File: src/rtl/ga_pkg.sv
// Shared defaults and edge-detector lane assignments for the gate-array interrupt logic.
package ga_pkg;

    localparam int LINES_PER_INT_DEF = 52;
    localparam int CNT_W_DEF         = 6;
    localparam int VSYNC_DELAY_DEF   = 2;
    localparam int VSYNC_THRESH_DEF  = 32;
    localparam int LINE_W_DEF        = 9;
    localparam int VBLANK_LINES_DEF  = 26;

    // Lanes of the shared edge detector: hsync and intack want falls, vsync wants rises.
    localparam int EDGE_W   = 3;
    localparam int EDGE_HS  = 0;
    localparam int EDGE_VS  = 1;
    localparam int EDGE_ACK = 2;
    localparam logic [EDGE_W-1:0] EDGE_RISE_MASK = 3'b010;

    typedef struct packed {
        logic ack_fall;
        logic vs_rise;
        logic hs_fall;
    } edge_evt_t;

endpackage

File: src/rtl/ga_edge_det.sv
// Registered edge detector: each lane reports a rise or a fall against the previous sample.
module ga_edge_det #(
    parameter int             N         = 1,
    parameter logic [N-1:0]   RISE_MASK = '0
) (
    input  logic         clk,
    input  logic         reset,
    input  logic [N-1:0] d,
    output logic [N-1:0] pulse
);

    logic [N-1:0] d_p0;

    always_ff @(posedge clk) begin
        if (reset) begin
            d_p0 <= '0;
        end else begin
            d_p0 <= d;
        end
    end

    assign pulse = (RISE_MASK & ~d_p0 & d) | (~RISE_MASK & d_p0 & ~d);

endmodule

File: src/rtl/ga_int_ctrl.sv
// Raster interrupt controller: periodic 52-line interrupt with VSYNC resync,
// optional programmable raster line, scanline counter and vblank flag.
module ga_int_ctrl import ga_pkg::*; #(
    parameter int LINES_PER_INT = LINES_PER_INT_DEF,
    parameter int CNT_W         = CNT_W_DEF,
    parameter int VSYNC_DELAY   = VSYNC_DELAY_DEF,
    parameter int VSYNC_THRESH  = VSYNC_THRESH_DEF,
    parameter int LINE_W        = LINE_W_DEF,
    parameter int VBLANK_LINES  = VBLANK_LINES_DEF
) (
    input  logic              ck16,
    input  logic              reset,
    input  logic              hsync,
    input  logic              vsync,
    input  logic              intack,
    input  logic              clr_int,
    input  logic              pri_wr,
    input  logic [LINE_W-1:0] pri_line,
    output logic              int_n,
    output logic [CNT_W-1:0]  intcnt,
    output logic [LINE_W-1:0] line,
    output logic              vblank,
    output logic              pri_mode
);

    localparam int VCNT_W = (VSYNC_DELAY < 1) ? 1 : $clog2(VSYNC_DELAY + 1);

    localparam logic [CNT_W-1:0]  CNT_LAST   = CNT_W'(LINES_PER_INT - 1);
    localparam logic [CNT_W-1:0]  CNT_THRESH = CNT_W'(VSYNC_THRESH);
    localparam logic [VCNT_W-1:0] VCNT_IDLE  = VCNT_W'(VSYNC_DELAY);
    localparam logic [VCNT_W-1:0] VCNT_LAST  = VCNT_W'(VSYNC_DELAY - 1);
    localparam logic [LINE_W-1:0] LINE_VBL   = LINE_W'(VBLANK_LINES);

    function automatic logic [LINE_W-1:0] sat_inc_line(input logic [LINE_W-1:0] v);
        return (&v) ? v : v + LINE_W'(1);
    endfunction

    logic [EDGE_W-1:0] ev;
    edge_evt_t         evt;

    logic [VCNT_W-1:0] vcnt, vcnt_nxt;
    logic [LINE_W-1:0] pri_reg, pri_nxt;
    logic [LINE_W-1:0] line_nxt, line_inc;
    logic [CNT_W-1:0]  cnt_nxt, cnt_acked;
    logic              int_n_nxt, vblank_nxt, int_set, resync;

    ga_edge_det #(
        .N         (EDGE_W),
        .RISE_MASK (EDGE_RISE_MASK)
    ) u_edge (
        .clk   (ck16),
        .reset (reset),
        .d     ({intack, vsync, hsync}),
        .pulse (ev)
    );

    assign evt.hs_fall  = ev[EDGE_HS];
    assign evt.vs_rise  = ev[EDGE_VS];
    assign evt.ack_fall = ev[EDGE_ACK];

    assign pri_mode = |pri_reg;

    always_comb begin
        cnt_acked  = intcnt;
        line_inc   = sat_inc_line(line);
        vcnt_nxt   = vcnt;
        line_nxt   = line;
        vblank_nxt = vblank;
        pri_nxt    = pri_wr ? pri_line : pri_reg;
        int_set    = 1'b0;
        int_n_nxt  = int_n;

        // The acknowledge clears the top bit before any same-cycle hsync step sees it.
        if (evt.ack_fall) begin
            cnt_acked[CNT_W-1] = 1'b0;
        end
        cnt_nxt = cnt_acked;

        resync = evt.hs_fall && !evt.vs_rise && (vcnt == VCNT_LAST);

        if (evt.vs_rise) begin
            vcnt_nxt   = '0;
            line_nxt   = '0;
            vblank_nxt = 1'b1;
        end else if (evt.hs_fall) begin
            if (vcnt < VCNT_IDLE) begin
                vcnt_nxt = vcnt + VCNT_W'(1);
            end
            line_nxt = line_inc;
            if (line_inc == LINE_VBL) begin
                vblank_nxt = 1'b0;
            end
        end

        if (evt.hs_fall) begin
            if (resync) begin
                cnt_nxt = '0;
                int_set = !pri_mode && (cnt_acked >= CNT_THRESH);
            end else if (cnt_acked == CNT_LAST) begin
                cnt_nxt = '0;
                int_set = !pri_mode;
            end else begin
                cnt_nxt = cnt_acked + CNT_W'(1);
            end
        end

        if (pri_mode && evt.hs_fall && !evt.vs_rise && (line_inc == pri_reg)) begin
            int_set = 1'b1;
        end

        if (evt.ack_fall) begin
            int_n_nxt = 1'b1;
        end
        if (int_set) begin
            int_n_nxt = 1'b0;
        end

        if (clr_int) begin
            cnt_nxt   = '0;
            int_n_nxt = 1'b1;
        end
    end

    always_ff @(posedge ck16) begin
        if (reset) begin
            int_n   <= 1'b1;
            intcnt  <= '0;
            line    <= '1;
            vblank  <= 1'b0;
            pri_reg <= '0;
            vcnt    <= VCNT_IDLE;
        end else begin
            int_n   <= int_n_nxt;
            intcnt  <= cnt_nxt;
            line    <= line_nxt;
            vblank  <= vblank_nxt;
            pri_reg <= pri_nxt;
            vcnt    <= vcnt_nxt;
        end
    end

endmodule

File: config.mk
export PLATFORM = sky130hd
export DESIGN_NAME = ga_int_ctrl
export DESIGN_NICKNAME = d
export VERILOG_FILES = /design/src/rtl/ga_pkg.sv /design/src/rtl/ga_edge_det.sv /design/src/rtl/ga_int_ctrl.sv
export SDC_FILE = /design/constraint.sdc
export NUM_CORES = 1
export LEC_CHECK = 0
export ABC_CLOCK_PERIOD_IN_PS = 4800
export CAP_MARGIN = 5
export CORE_MARGIN = 2
export CORE_UTILIZATION = 55
export CTS_CLUSTER_SIZE = 28
export DETAILED_ROUTE_END_ITERATION = 10
export PLACE_DENSITY_LB_ADDON = 0.1
export SLEW_MARGIN = 20
export SYNTH_ARGS = -nofsm -noshare
export SYNTH_HDL_FRONTEND = slang
export SYNTH_SLANG_ARGS = --single-unit
File: constraint.sdc
create_clock -name ck16 -period 4.8 [get_ports ck16]
set_input_delay 1.2 -clock ck16 [delete_from_list [all_inputs] [get_ports ck16]]
set_output_delay 1.2 -clock ck16 [all_outputs]
set_load 0.01 [all_outputs]
==> flow_summary_export.csv <==
group,metric,value,unit
floorplanning,die_y,61.1,um
yosys,synthAdderAreaFrac,2.09,%
clock_tree,cts.sinks,31,
yosys,synth-simple-area-share,28.8,%
route,routed.top_layer,"met4",
clock_tree,worstSkewPairLatency,320,ps
sta,min_period,2960,ps
route,vias,1733,
power,p_leak,0.868,nW
sta,period_share,61.6,%
floorplanning,ios,34,
route,met2_length,1940,um
route,vias_per_cell,5.89,
yosys,synth_xor_area_share,7.82,%
clock_tree,htreeDepth,2,
place,globalplace.congestion,0.857,
yosys,synth_cell_types,42,
setup_path,crit_path_start,"pri_reg[6]",
yosys,synth_top_area_cell,"dfxtp_1",
run_status,status,"completed",
clock_tree,cts_buffers,5,
sta,tns,0,ps
route,drt-met1-wl,1980,um
power,vdd_drop_max,0.144,mV
floorplanning,coreArea,0.00308,mm2
route,wl_per_cell,14.7,um
route,totalWireLength,4330,um
yosys,ys_ff_latch,31,
floorplanning,die_w,61.1,um
sta,final_max_slew_viol_count,0,
finish,fillers,271,
floorplanning,rows,20,
clock_tree,clockRootBuffer,"clkbuf_4",
place,portBuffers,33,
setup_path,cp-end-kind,"primary output",
flow_run,cap_violations,0,
route,remaining_drc_errors,0,
sta,tightest_slew,591,ps
yosys,yosysTopAreaCellShare,34.6,%
place,place_area,0.00212,mm2
yosys,synth_most_common_cell,"dfxtp_1",
yosys,synthCells,222,
place,preCtsSetupSlack,1690,ps
yosys,async_flop_share,0,%
route,drtIter0Drc,139,
yosys,avgSynthCellArea,8.08,um2
yosys,synth-compound-area-share,14.4,%
place,hpwl,3150,um
yosys,muxShareOfSynthArea,7.26,%
finish,stdcell_count,294,
clock_tree,clock_path_buffers,2,
floorplanning,die_area,0.00373,mm2
yosys,syn-num-nets,241,
sta,hold_viol,0,
finish,antenna_cells,0,
route,dr.pass1.iters,4,
worst_hold_path,worstHoldStart,"vblank",
setup_path,critical_path.max_fanout,5,
setup_path,start_kind,"flip-flop",
grt,grt_overflow_total,0,
floorplanning,initial_core_util,58.3,%
setup_path,worstPathArrival,1760,ps
place,placed_cells,286,
clock_tree,cts_tree,"yes",
route,antenna_left,0,
sta,relSlewSlack,60.5,%
sta,max_freq,0.338,GHz
power,p_per_area,281,mW/mm2
yosys,synth_top_family_by_area,"simple AND/OR/NAND/NOR gates",
sta,finalSetupViolCount,0,
clock_tree,path_clk_slew,100,ps
grt,grt_pass1_wl,7210,um
grt,grtUsageTotal,26.0,%
finish,layout.nets,268,
setup_path,path_class,"reg -> out",
finish,fin_area,0.00219,mm2
worst_hold_path,hold_class,"reg -> reg",
clock_tree,cts_resized,0,
setup_path,rr_startpoint,"line[0]",
setup_path,crit_required,3600,ps
grt,antenna_found_initial,0,
yosys,synthFlopType,"dfxtp_1",
clock_tree,postCtsSetupBuffers,0,
sta,fin_skew,4.64,ps
yosys,synthTopCellsByCount,"31 x dfxtp_1, 25 x nor2_1, 20 x nand2_1",
yosys,ys_warn_count,0,
grt,grt_pass1_vias,1641,
sta,timing.final.ws_setup,1840,ps
finish,syn2layout_area_growth,22.1,%
grt,grt_max_degree,17,
yosys,seq_area_frac_synth,34.6,%
finish,drive_gt1_share,4.80,%
yosys,yosys-top-cells-area,"dfxtp_1 35%, mux2i_1 7.3%, nor2_1 5.2%",
sta,rsz0062_at_grt,"no",
clock_tree,cts-hold-fix-buffers,0,
yosys,synth_edf_count,0,
yosys,synth_area,0.00179,mm2
route,route.met3.wl,335,um
[kinds of logic (layout without fill, tap and decap cells)]
group | after synthesis | after routing
simple gates | 100 | 100
mux | 13 | 13
compound gates | 40 | 40
xor+xnor | 16 | 16
buf+inv | 19 | 47
flops | 31 | 31
fa+ha+maj | 3 | 3
[report_power, final]
part           internal, mW  switching [mW]  leakage, nW
registers             0.271          0.0276        0.256
logic                0.0708          0.0696        0.575
clock network        0.0856          0.0905       0.0375
total                 0.428           0.188        0.868
[critical path: stages (launching register included)]
cell and delay, ps:
dfxtp_1 380, nor4_1 320, nand3_1 210, clkdlybuf4s50_1 530
[routing by layer]
layer	track usage (%)	vias up
li1	-	834
met1	35.4	803
met2	39.8	88
met3	6.09	8
met4	10.2	0
met5	0	-
[area by class of cell]
cell class / count / area (um2) / share of cell area [%]
Clock buffer: 7 / 65.1 / 2.97
Clock inverter: 1 / 7.51 / 0.343
Inverter: 5 / 18.8 / 0.858
Multi-Input combinational cell: 172 / 1080 / 49.5
Sequential cell: 31 / 621 / 28.4
Tap cell: 44 / 55.1 / 2.52
Timing Repair Buffer: 34 / 338 / 15.4
[worst paths after layout]
path	end	slack (ps)	cells after the start
max	pri_mode	1840	3
min reg2reg	vblank	510	2
max reg2reg	vblank	2520	6
min	vblank	510	2
[metrics by stage]
stage	power, mW	util [%]	hold slack [ps]
final	0.615	71.1	510
after global routing	0.651	71.1	552
after CTS	0.618	71.1	511
after detailed placement	0.443	68.7	490
after global placement	0.440	68.7	487
after floorplan	0.394	-	463
[cells in the final DEF, fill, tap and decap left out, types with 3 or more instances in the layout]
| cell type | n |
|---|---|
| and3_1 | 5 |
| nor3_1 | 6 |
| clkdlybuf4s50_1 | 33 |
| nand3_1 | 13 |
| clkbuf_4 | 5 |
| nor2b_1 | 6 |
| xnor2_1 | 8 |
| inv_1 | 5 |
| nor2_1 | 25 |
| nand2_1 | 20 |
| ha_1 | 3 |
| a21oi_1 | 9 |
| o21bai_1 | 4 |
| a21o_1 | 5 |
| nand2b_1 | 6 |
| dfxtp_1 | 31 |
| a31oi_1 | 5 |
| mux2i_1 | 13 |
| o21ai_0 | 8 |
| nand4_1 | 6 |
| xor2_1 | 8 |
No activity file was read; power rests on OpenSTA's default activity.
==> RTL change, RTL diff (same settings) <==
`LINE_W_DEF`: 9 -> 8.
--- a/src/rtl/ga_pkg.sv
+++ b/src/rtl/ga_pkg.sv
@@ -7,3 +7,3 @@
     localparam int VSYNC_THRESH_DEF  = 32;
-    localparam int LINE_W_DEF        = 9;
+    localparam int LINE_W_DEF        = 8;
     localparam int VBLANK_LINES_DEF  = 26;
Ports: changed (resized line and pri_line); port bits go from 34 to 32. The function was not compared with the original's and may differ.
==> RTL change against the unedited design <==
Synthesized area decreased by 2.5%; setup slack got worse by 0.027 ns; die area down 2.3%; largest cell class unchanged; sequential cell count is 2 lower; design area down 4.8%; non-clock buffer count fell by 3; total power decreased by 8.6%; routed wire length increased by 5.1%.
==> RTL change: results (changes against the unedited design) <==
total power: 0.562 mW (-8.6%)
WL met2: 2090 um (+7.4%)
met3 wire len: 391 um (+17%)
met1 Usage GRT: 37.2% (+1.9 points)
Worst path max stage delay: 0.79 ns (+0.26 ns)
largest net degree at the start of global routing: 21 (+4)
crit-path max FO: 20 (+15)
Setup crit end: line[2]
port bufs: 31 (-6.1%)
global-route wire length before repair: 7420 um (+3.0%)
dominant cells by area after synthesis: dfxtp_1, mux2i_1, nor2_1, a21oi_1, xor2_1
vias in the first global route: 1583 (-3.5%)
crit path DAT: 1.79 ns (+0.03 ns)
Seq pwr share: 50.6% (+2.0 points)
R2R Path End: int_n$_SDFFE_PP1P_
DP HPWL: 3260 um (+3.5%)
top post-synthesis cells by count: dfxtp_1, nor2_1, nand2_1, a21oi_1, mux2i_1
status: complete, no violations
DP Worst Slack: 1.69 ns (+0.00447 ns)
cell family with most CP delay: flip-flops
WHS: 0.508 ns (-0.00193 ns)
clk_skew: 0.00843 ns (+0.00379 ns)
Cell variety after synth: 51 (+21%)
Rel. slew slack: 44.7% (-16 points)
post-placement cell area: 0.00203 mm^2 (-4.0%)
Avg WL per Cell: 16.3 um (+11%)
P_leak: 0.777 nW (-11%)
Worst path slowest cell: dfxtp_1
pwr/cell area: 270 mW/mm^2 (-4.0%)
Seq/Total Area, Yosys: 33.2% (-1.4 points)
Adder-Cell Fraction of Synth Area: 2.15% (+0.054 points)
Final min period: 2.99 ns (+0.0274 ns)
critical path launch point: line[2]$_SDFFE_PP1P_
multiplexer share of the synthesized area: 5.73% (-1.5 points)
Synth Area in XOR/XNOR: 5.51% (-2.3 points)
Sw Ratio: 33.2% (+2.7 points)
M2 GR Usage: 40.7% (+0.87 points)
# fillers: 263 (-3.0%)
Nets: 252 (-6.0%)
layout cells sized above 1: 8.51% (+3.7 points)
Synth Area in Compound Gates: 19.0% (+4.5 points)
final cell count without fillers: 279 (-5.1%)
Max rail drop VDD: 205 uV (+43%)
Syn Nets: 228 (-5.4%)
placed insts: 271 (-5.2%)
global placement routability congestion: 0.920 (+7.3%)
## RTL change: cell types whose count changed in the layout (fill, tap and decap cells not counted), sizes merged, moves of 3 or more
cell,before,now
o21ai,8,12
nor2,25,22
a31o,0,3
a21oi,9,14
o21bai,4,0
mux2i,13,10
and4,1,4
nand2,20,16
nand3,15,9
a21o,5,0
xnor2,8,4
## RTL change: final cells by class
class / instances / area share (%)
Multi-Input combinational cell: 161 / 51.1
Sequential cell: 29 / 27.9
Timing Repair Buffer: 31 / 14.9
Tap cell: 44 / 2.64
Clock buffer: 6 / 1.98
Inverter: 6 / 1.08
Clock inverter: 2 / 0.480
## RTL change: kinds of logic after synthesis
kind of cell               Yosys count
buffers and inverters               20
muxes                               10
adders and majority gates            3
and+or+nand+nor                     89
AOI/OAI and AO/OA                   48
DFF                                 29
xor gates and xnor gates            11
